**src/rtl/instr_loader_pkg.sv**
```systemverilog
// Shared types and constants for the instruction loader: FSM states and
// word geometry used by both the controller and the byte assembler.
package instr_loader_pkg;

  typedef enum logic [1:0] {
    IDLE  = 2'd0,
    RECV  = 2'd1,
    WRITE = 2'd2,
    DONE  = 2'd3
  } state_t;

  localparam int BYTES_PER_WORD = 4;
  localparam int ADDR_STEP      = 4;
  localparam int BYTE_IDX_W     = $clog2(BYTES_PER_WORD);

endpackage

```
**src/rtl/instr_loader_word_assembler.sv**
```systemverilog
// Little-endian byte-to-word assembler: each accepted byte lands in the lane
// selected by the running byte index; o_complete flags the final byte's handshake.
module word_assembler
  import instr_loader_pkg::*;
(
  input  logic        clk,
  input  logic        reset,
  input  logic        i_clear,
  input  logic        i_accept,
  input  logic [7:0]  i_data,
  output logic [31:0] o_word,
  output logic        o_complete
);

  logic [BYTE_IDX_W-1:0]     r_idx;
  logic [31:0]               r_word;
  logic [BYTES_PER_WORD-1:0] w_lane_sel;

  generate
    for (genvar gi = 0; gi < BYTES_PER_WORD; gi++) begin : g_lane_sel
      assign w_lane_sel[gi] = (r_idx == BYTE_IDX_W'(gi));
    end
  endgenerate

  // Clear wins over accept so an aborted partial word never leaks into the next load.
  always_ff @(posedge clk or posedge reset) begin
    if (reset) begin
      r_idx  <= '0;
      r_word <= '0;
    end else if (i_clear) begin
      r_idx  <= '0;
      r_word <= '0;
    end else if (i_accept) begin
      for (int k = 0; k < BYTES_PER_WORD; k++) begin
        if (w_lane_sel[k]) r_word[8*k +: 8] <= i_data;
      end
      r_idx <= r_idx + BYTE_IDX_W'(1);
    end
  end

  assign o_word     = r_word;
  assign o_complete = i_accept && (r_idx == BYTE_IDX_W'(BYTES_PER_WORD - 1));

endmodule

```
**src/rtl/instr_loader.sv**
```systemverilog
// Streams bytes into 32-bit instruction words and writes them to imem from
// BASE_ADDR upward, holding the CPU until a complete load has finished.
module instr_loader
  import instr_loader_pkg::*;
#(
  parameter logic [31:0] BASE_ADDR = 32'h0000_0000,
  parameter int          MAX_WORDS = 64
) (
  input  logic        clk,
  input  logic        reset,
  input  logic        start,
  input  logic [7:0]  word_count,
  input  logic        abort,
  input  logic        in_valid,
  input  logic [7:0]  in_data,
  output logic        in_ready,
  output logic        imem_we,
  output logic [31:0] imem_addr,
  output logic [31:0] imem_wdata,
  output logic        busy,
  output logic        done,
  output logic        err,
  output logic        cpu_hold
);

  localparam logic [8:0] MAX_W9 = 9'(MAX_WORDS);

  state_t      r_state, w_state_next;
  logic [7:0]  r_count;
  logic [7:0]  r_word_idx;
  logic        r_done, r_err, r_cpu_hold;

  logic        w_can_start, w_start_ok, w_start_zero, w_start_bad;
  logic        w_abort_busy, w_write_go, w_last_word;
  logic        w_accept, w_clear, w_word_complete;
  logic [31:0] w_word;

  assign w_can_start  = ((r_state == IDLE) || (r_state == DONE)) && start && !abort;
  assign w_start_zero = w_can_start && (word_count == 8'd0);
  assign w_start_bad  = w_can_start && ({1'b0, word_count} > MAX_W9);
  assign w_start_ok   = w_can_start && !w_start_zero && !w_start_bad;
  assign w_abort_busy = abort && ((r_state == RECV) || (r_state == WRITE));
  assign w_write_go   = (r_state == WRITE) && !abort;
  assign w_last_word  = (r_word_idx == r_count - 8'd1);

  assign w_accept = in_valid && in_ready;
  assign w_clear  = w_start_ok || w_abort_busy;

  word_assembler u_asm (
    .clk        (clk),
    .reset      (reset),
    .i_clear    (w_clear),
    .i_accept   (w_accept),
    .i_data     (in_data),
    .o_word     (w_word),
    .o_complete (w_word_complete)
  );

  always_ff @(posedge clk or posedge reset) begin
    if (reset) r_state <= IDLE;
    else       r_state <= w_state_next;
  end

  always_comb begin
    w_state_next = r_state;
    case (r_state)
      IDLE, DONE: begin
        if (abort)                   w_state_next = IDLE;
        else if (w_start_ok)         w_state_next = RECV;
        else if (start)              w_state_next = DONE;
      end
      RECV: begin
        if (abort)                   w_state_next = IDLE;
        else if (w_word_complete)    w_state_next = WRITE;
      end
      WRITE: begin
        if (abort)                   w_state_next = IDLE;
        else if (w_last_word)        w_state_next = DONE;
        else                         w_state_next = RECV;
      end
      default:                       w_state_next = IDLE;
    endcase
  end

  // Rejected or empty starts leave cpu_hold alone: imem contents are unchanged.
  always_ff @(posedge clk or posedge reset) begin
    if (reset) begin
      r_count    <= '0;
      r_word_idx <= '0;
      r_done     <= 1'b0;
      r_err      <= 1'b0;
      r_cpu_hold <= 1'b1;
    end else if (w_abort_busy) begin
      r_done     <= 1'b0;
      r_cpu_hold <= 1'b1;
    end else if (w_start_ok) begin
      r_count    <= word_count;
      r_word_idx <= '0;
      r_done     <= 1'b0;
      r_err      <= 1'b0;
      r_cpu_hold <= 1'b1;
    end else if (w_start_zero) begin
      r_done <= 1'b1;
      r_err  <= 1'b0;
    end else if (w_start_bad) begin
      r_done <= 1'b0;
      r_err  <= 1'b1;
    end else if (w_write_go) begin
      r_word_idx <= r_word_idx + 8'd1;
      if (w_last_word) begin
        r_done     <= 1'b1;
        r_cpu_hold <= 1'b0;
      end
    end
  end

  assign in_ready   = (r_state == RECV);
  assign busy       = (r_state == RECV) || (r_state == WRITE);
  assign imem_we    = w_write_go;
  assign imem_addr  = BASE_ADDR + (32'(r_word_idx) * 32'(ADDR_STEP));
  assign imem_wdata = w_word;
  assign done       = r_done;
  assign err        = r_err;
  assign cpu_hold   = r_cpu_hold;

endmodule

```
**config.mk**
```make
export PLATFORM = sky130hd
export DESIGN_NAME = instr_loader
export DESIGN_NICKNAME = d
export VERILOG_FILES = /design/src/rtl/instr_loader_pkg.sv /design/src/rtl/instr_loader_word_assembler.sv /design/src/rtl/instr_loader.sv
export SDC_FILE = /design/constraint.sdc
export NUM_CORES = 1
export LEC_CHECK = 0
export CAP_MARGIN = 30
export CORE_MARGIN = 1.5
export CORE_UTILIZATION = 30
export DETAILED_ROUTE_END_ITERATION = 10
export MAX_ROUTING_LAYER = met4
export SYNTH_ARGS = -nofsm -noshare
export SYNTH_HDL_FRONTEND = slang
export SYNTH_SLANG_ARGS = --single-unit
```
**constraint.sdc**
```tcl
create_clock -name clk -period 2.5 [get_ports clk]
set_input_delay 0.625 -clock clk [delete_from_list [all_inputs] [get_ports clk]]
set_output_delay 0.625 -clock clk [all_outputs]
set_load 0.01 [all_outputs]
```
* After elaboration in Yosys (flattened, before gate mapping)
Cells that the tools add are included. Widths: inputs -> output; s select.
Cells by class: add/subtract/negate cells 3, order comparisons 1, equality and inequality tests 13, multiplexer cells 35, bitwise logic cells 1, reduce and logical (&&, ||, !) cells 41
Operator list (count):
- $mux 32 | 2
- $mux 8 | 8
- $mux 2 | 9
- $reduce_and 2->1 | 8
- $mux 1 | 15
- $reduce_bool 2->1 | 6
- $logic_and 1x1->1 | 10
- $reduce_bool 5->1 | 2
- $ne 3x2->1 const B | 3
- $reduce_bool 3->1 | 3
- $add 8x1->8 const B | 1
- $eq 2x2->1 const B | 4
- $eq 8x8->1 | 1
- $gt 8x7->1 const B | 1
- $logic_not 8->1 | 1
- $reduce_and 4->1 | 2
- $sub 8x1->8 const B | 1
- $pmux 2 s3 | 1
- $eq 2x1->1 const B | 2
- $logic_not 2->1 | 2
- $ne 2x2->1 const B | 2
- $ne 4x4->1 const B | 1
- $logic_not 1->1 | 3
- $logic_or 1x1->1 | 3
- other kinds (3) | 3
Storage, ports and cells: register bits 55, bits of input ports 21, output and inout port bits 70, word-level logic and storage cells 105

* Logic depth before layout (Yosys ltp)
word-level depth 11, depth in mapped cells 9, depth with buffers taken out 8

* Modules after synthesis
A second synthesis with hierarchy kept.
Unflattened totals: cells, all modules 289, area total of the unflattened synthesis 3057.9 µm²
Modules (own cells, without submodules):
- word_assembler | times used 1, cells an instance 129, area each 1587.8 µm², sequential area each 850.8 µm²
- instr_loader | times used 1, cells an instance 160, area each 1470.2 µm², sequential area each 526.8 µm²

* Worst setup path after synthesis
No wires, ideal clock.
kind input -> register, from input word_count[5], to register r_count[2], setup time 0.125 ns, arrival time 2.227 ns, data required time 2.375 ns, path slack 0.149 ns, stages on the path 5, path buffers 1, cells stage by stage or4_1 -> o31a_1 -> nor4b_2 -> buf_2 -> mux2_2
Between the ends: word-level cells in the longest chain between the ends 6, elaborated cells on any way between the ends 9, classes of those cells order compare (1); reduce/logical (8)
RTL lines:
- start: declaration | line instr_loader.sv:12 | input logic [7:0] word_count,
- parallel branches: the longest is 4 deep, another holds $gt 8x7->1
- $logic_and 1x1->1 (*) | line instr_loader.sv:41 | assign w_start_ok = w_can_start && !w_start_zero && !w_start_bad;
- $reduce_and 2->1 (no source line) (*)
- end signal: assignment | line instr_loader.sv:97 | r_count <= word_count;
- end: declaration | line instr_loader.sv:29 | logic [7:0] r_count;
Mark *: on every way between the ends. A chain may end at the register's enable or synchronous reset.

* Worst setup path after layout
from register r_state[0], to output busy
Between the ends: word-level cells in the longest chain between the ends 2, elaborated cells on any way between the ends 3, classes of those cells eq/ne (2); reduce/logical (1)
RTL lines:
- start: declaration | line instr_loader.sv:28 | state_t r_state, w_state_next;
- start signal: assignment | line instr_loader.sv:61 | else r_state <= w_state_next;
- $eq 2x1->1 or $eq 2x2->1 (tied branches) | line instr_loader.sv:118 | assign busy = (r_state == RECV) || (r_state == WRITE);
- $logic_or 1x1->1 (*) | line instr_loader.sv:118
- end: declaration | line instr_loader.sv:20 | output logic busy,
Mark *: on every way between the ends. The rest lies on a longest branch, timed or not.

==> metrics.cfg <==
[cells_and_area]
utilization_pct=41.6
final_common_cell=clkdlybuf4s50_1
diodes=0
mostFrequentLayoutCells=61 x clkdlybuf4s50_1, 54 x dfrtp_1, 37 x nor2_1
area_growth_pct=32.8
final_nets=398
drive_above_1_share_pct=12.7

[synth]
synth_seq_area_share_pct=47.2
ys_types=40
synth_enable_flop_cells=0
synthFlopType=dfrtp_1
ys_async_sr_fraction_pct=100
synth_area_um2=2920
synth-seq-cells=55
synthCells=290
synth_area_per_cell_um2=10.1
yosysWarnings=0

[global_routing]
grt_max_degree=36
antenna_found_initial=0
grt_overflow=0
track_usage_pct=13.7
grt_pass1_wl_mm=10.7
grt_pass1_vias=2110

[power_and_ir_drop]
p_leak_uw=0.00193
power_uw=3220
switching_share_pct=35.9
power_frac_seq_pct=39.8
peakVddDrop_v=0.000403
power_density_nw_per_um2=830
pwr-share-comb_pct=42.4
p_switching_uw=1160
power_frac_clock_pct=17.9
p_int_uw=2060

[sta]
finalSetupViolCount=0
finalHoldViolCount=0
rsz0062_at_grt=false
setup_ws_ps=73.3
period_minus_slack_ps=2430
period_share_pct=97.1
max_freq_ghz=0.412
fin_skew_ps=5.85
finalMaxSlewViolations=0

[placement]
portBuffers=66
dp_slack_ps=-412
dpl.hpwl_mm=4.91
gp_congestion=0.807

[worst_setup_path]
worst_ep_arrival_time_ps=1800
r2r_start=r_state[0]
reg2reg_slack_ps=560
crit_type=flip-flop to output port
cp-end-kind=output port
r2r-end=r_word_idx[7]
crit_fanout=6
r2r_cells=9
timing.critical_path.required_ps=1880
cp-start-kind=flip-flop

[clock_tree]
cts_buffers=5
clkTransAtPathRegs_ps=90
cts.htree.levels=2
clockRootBuffer=clkbuf_8
clock_path_buffers=2
cts_tree=yes
clk_latency_ps=300
clock-sinks=55

[run]
maxCapViolations=0

[floorplanning]
start_util_pct=31.3
rows=35
die_w_um=102
ioPinCount=91
die_area_um2=10300
die-height_um=102
core_region_area_um2=9330

[route]
wirelength_mm=6.57
firstDrtPassIters=4
via_per_inst=4.39
postRouteAntennaNets=0
wl_per_cell_um=13.2
dr.first_iter.drc_count=57
drc_errors=0
vias=2185

[hold_path]
whs_path_depth=2
min_to=err
min_from=err
worstHoldPathType=flip-flop to flip-flop

[outcome]
status=finished clean

cells in the mapped netlist (all sizes together) (2+ instances only):
library cell | instances | area share, %
dfrtp | 54 | 46
nor2 | 42 | 5.8
buf | 32 | 8.3
nand2 | 28 | 3.6
mux2i | 26 | 8.9
a21oi | 12 | 2.7
inv | 10 | 1.3
nand3 | 10 | 1.7
xor2 | 10 | 3.0
ha | 8 | 3.4
xnor2 | 8 | 2.4
o21ai | 6 | 1.0
mux2 | 5 | 1.9
nor3 | 5 | 0.86
clkbuf | 4 | 0.51
nand2b | 4 | 0.86
nand4 | 3 | 0.64
a31oi | 2 | 0.43
and3 | 2 | 0.43
nor2b | 2 | 0.43
o31ai | 2 | 0.51
or4 | 2 | 0.51
through the flow:
| step | hold WS [ps] | cells | setup TNS [ps] | cell area [µm²] |
|---|---|---|---|---|
| after floorplan | 485 | 313 | 0 | 3010 |
| after global placement | 466 | 489 | -16540 | 3720 |
| after detailed placement | 463 | 489 | -18680 | 3720 |
| after CTS | 495 | 496 | 0 | 3840 |
| after global routing | 519 | 498 | 0 | 3880 |
| final | 500 | 498 | 0 | 3880 |
worst max path at each step:
stage / to / depth (start not counted) / start / slack [ps]
after floorplan: r_count[2] / 5 / word_count[5] / 150
after global placement: r_count[4] / 6 / word_count[5] / -360
after detailed placement: r_count[5] / 6 / word_count[5] / -410
after CTS: r_count[5] / 6 / word_count[5] / 1
after global routing: busy / 4 / r_state[0] / 10
final: busy / 4 / r_state[0] / 70
timing repair:
action | CTS | global route
hold buffers | 0 | 0
buffers inserted | 0 | 2
endpoints found under the setup margin | 39 | 40
pin swaps | 1 | 2
resized for setup | 2 | 8
final cells by class:
cell class	instances	area [µm²]
Tap cell	129	161
Multi-Input combinational cell	212	1360
Sequential cell	55	1380
Fill cell	941	5450
Timing Repair Buffer	85	841
Inverter	10	37.5
Clock buffer	6	72.6
Clock inverter	1	30.0
flip-flops by register name, indices dropped and copies added, names as in the netlist:
register and count:
u_asm.r_idx 2, done 1, r_state 2, cpu_hold 1, u_asm.o_word 32, r_word_idx 8, r_count 8, err 1
worst max-delay path: stages, from the launching register on:
cell and delay [ps]:
dfrtp_1 390, inv_1 50, ha_1 370, inv_1 140, clkdlybuf4s50_1 550
layer usage:
layer	track usage [%]	vias to the layer above	wire [µm]
met5	-	-	0
met2	21.6	71	3210
met1	18.4	1035	3020
met4	3.10	0	25
met3	2.55	4	305
li1	-	1075	-
power groups by stage:
| stage | Sequential [µW] | Clock [µW] | Combinational [µW] |
|---|---|---|---|
| after floorplan | 1290 | 0 | 869 |
| after CTS | 1280 | 599 | 1370 |
| final | 1280 | 576 | 1360 |
| after global routing | 1310 | 639 | 1530 |
| after global placement | 1290 | 0 | 1330 |
| after detailed placement | 1300 | 0 | 1360 |
cells by family (layout without fill, tap and decap cells):
logic type,Yosys count,count (layout),share of synthesized area [%]
flops,55,55,47.2
fa+ha+maj,8,8,3.43
compound gates,28,28,6.56
other cells,1,24,0.128
buf+inv,46,102,10.1
xor+xnor,18,18,5.40
mux,31,31,10.8
simple gates,103,103,16.4
Note: power is estimated with default switching activity, not from simulation.
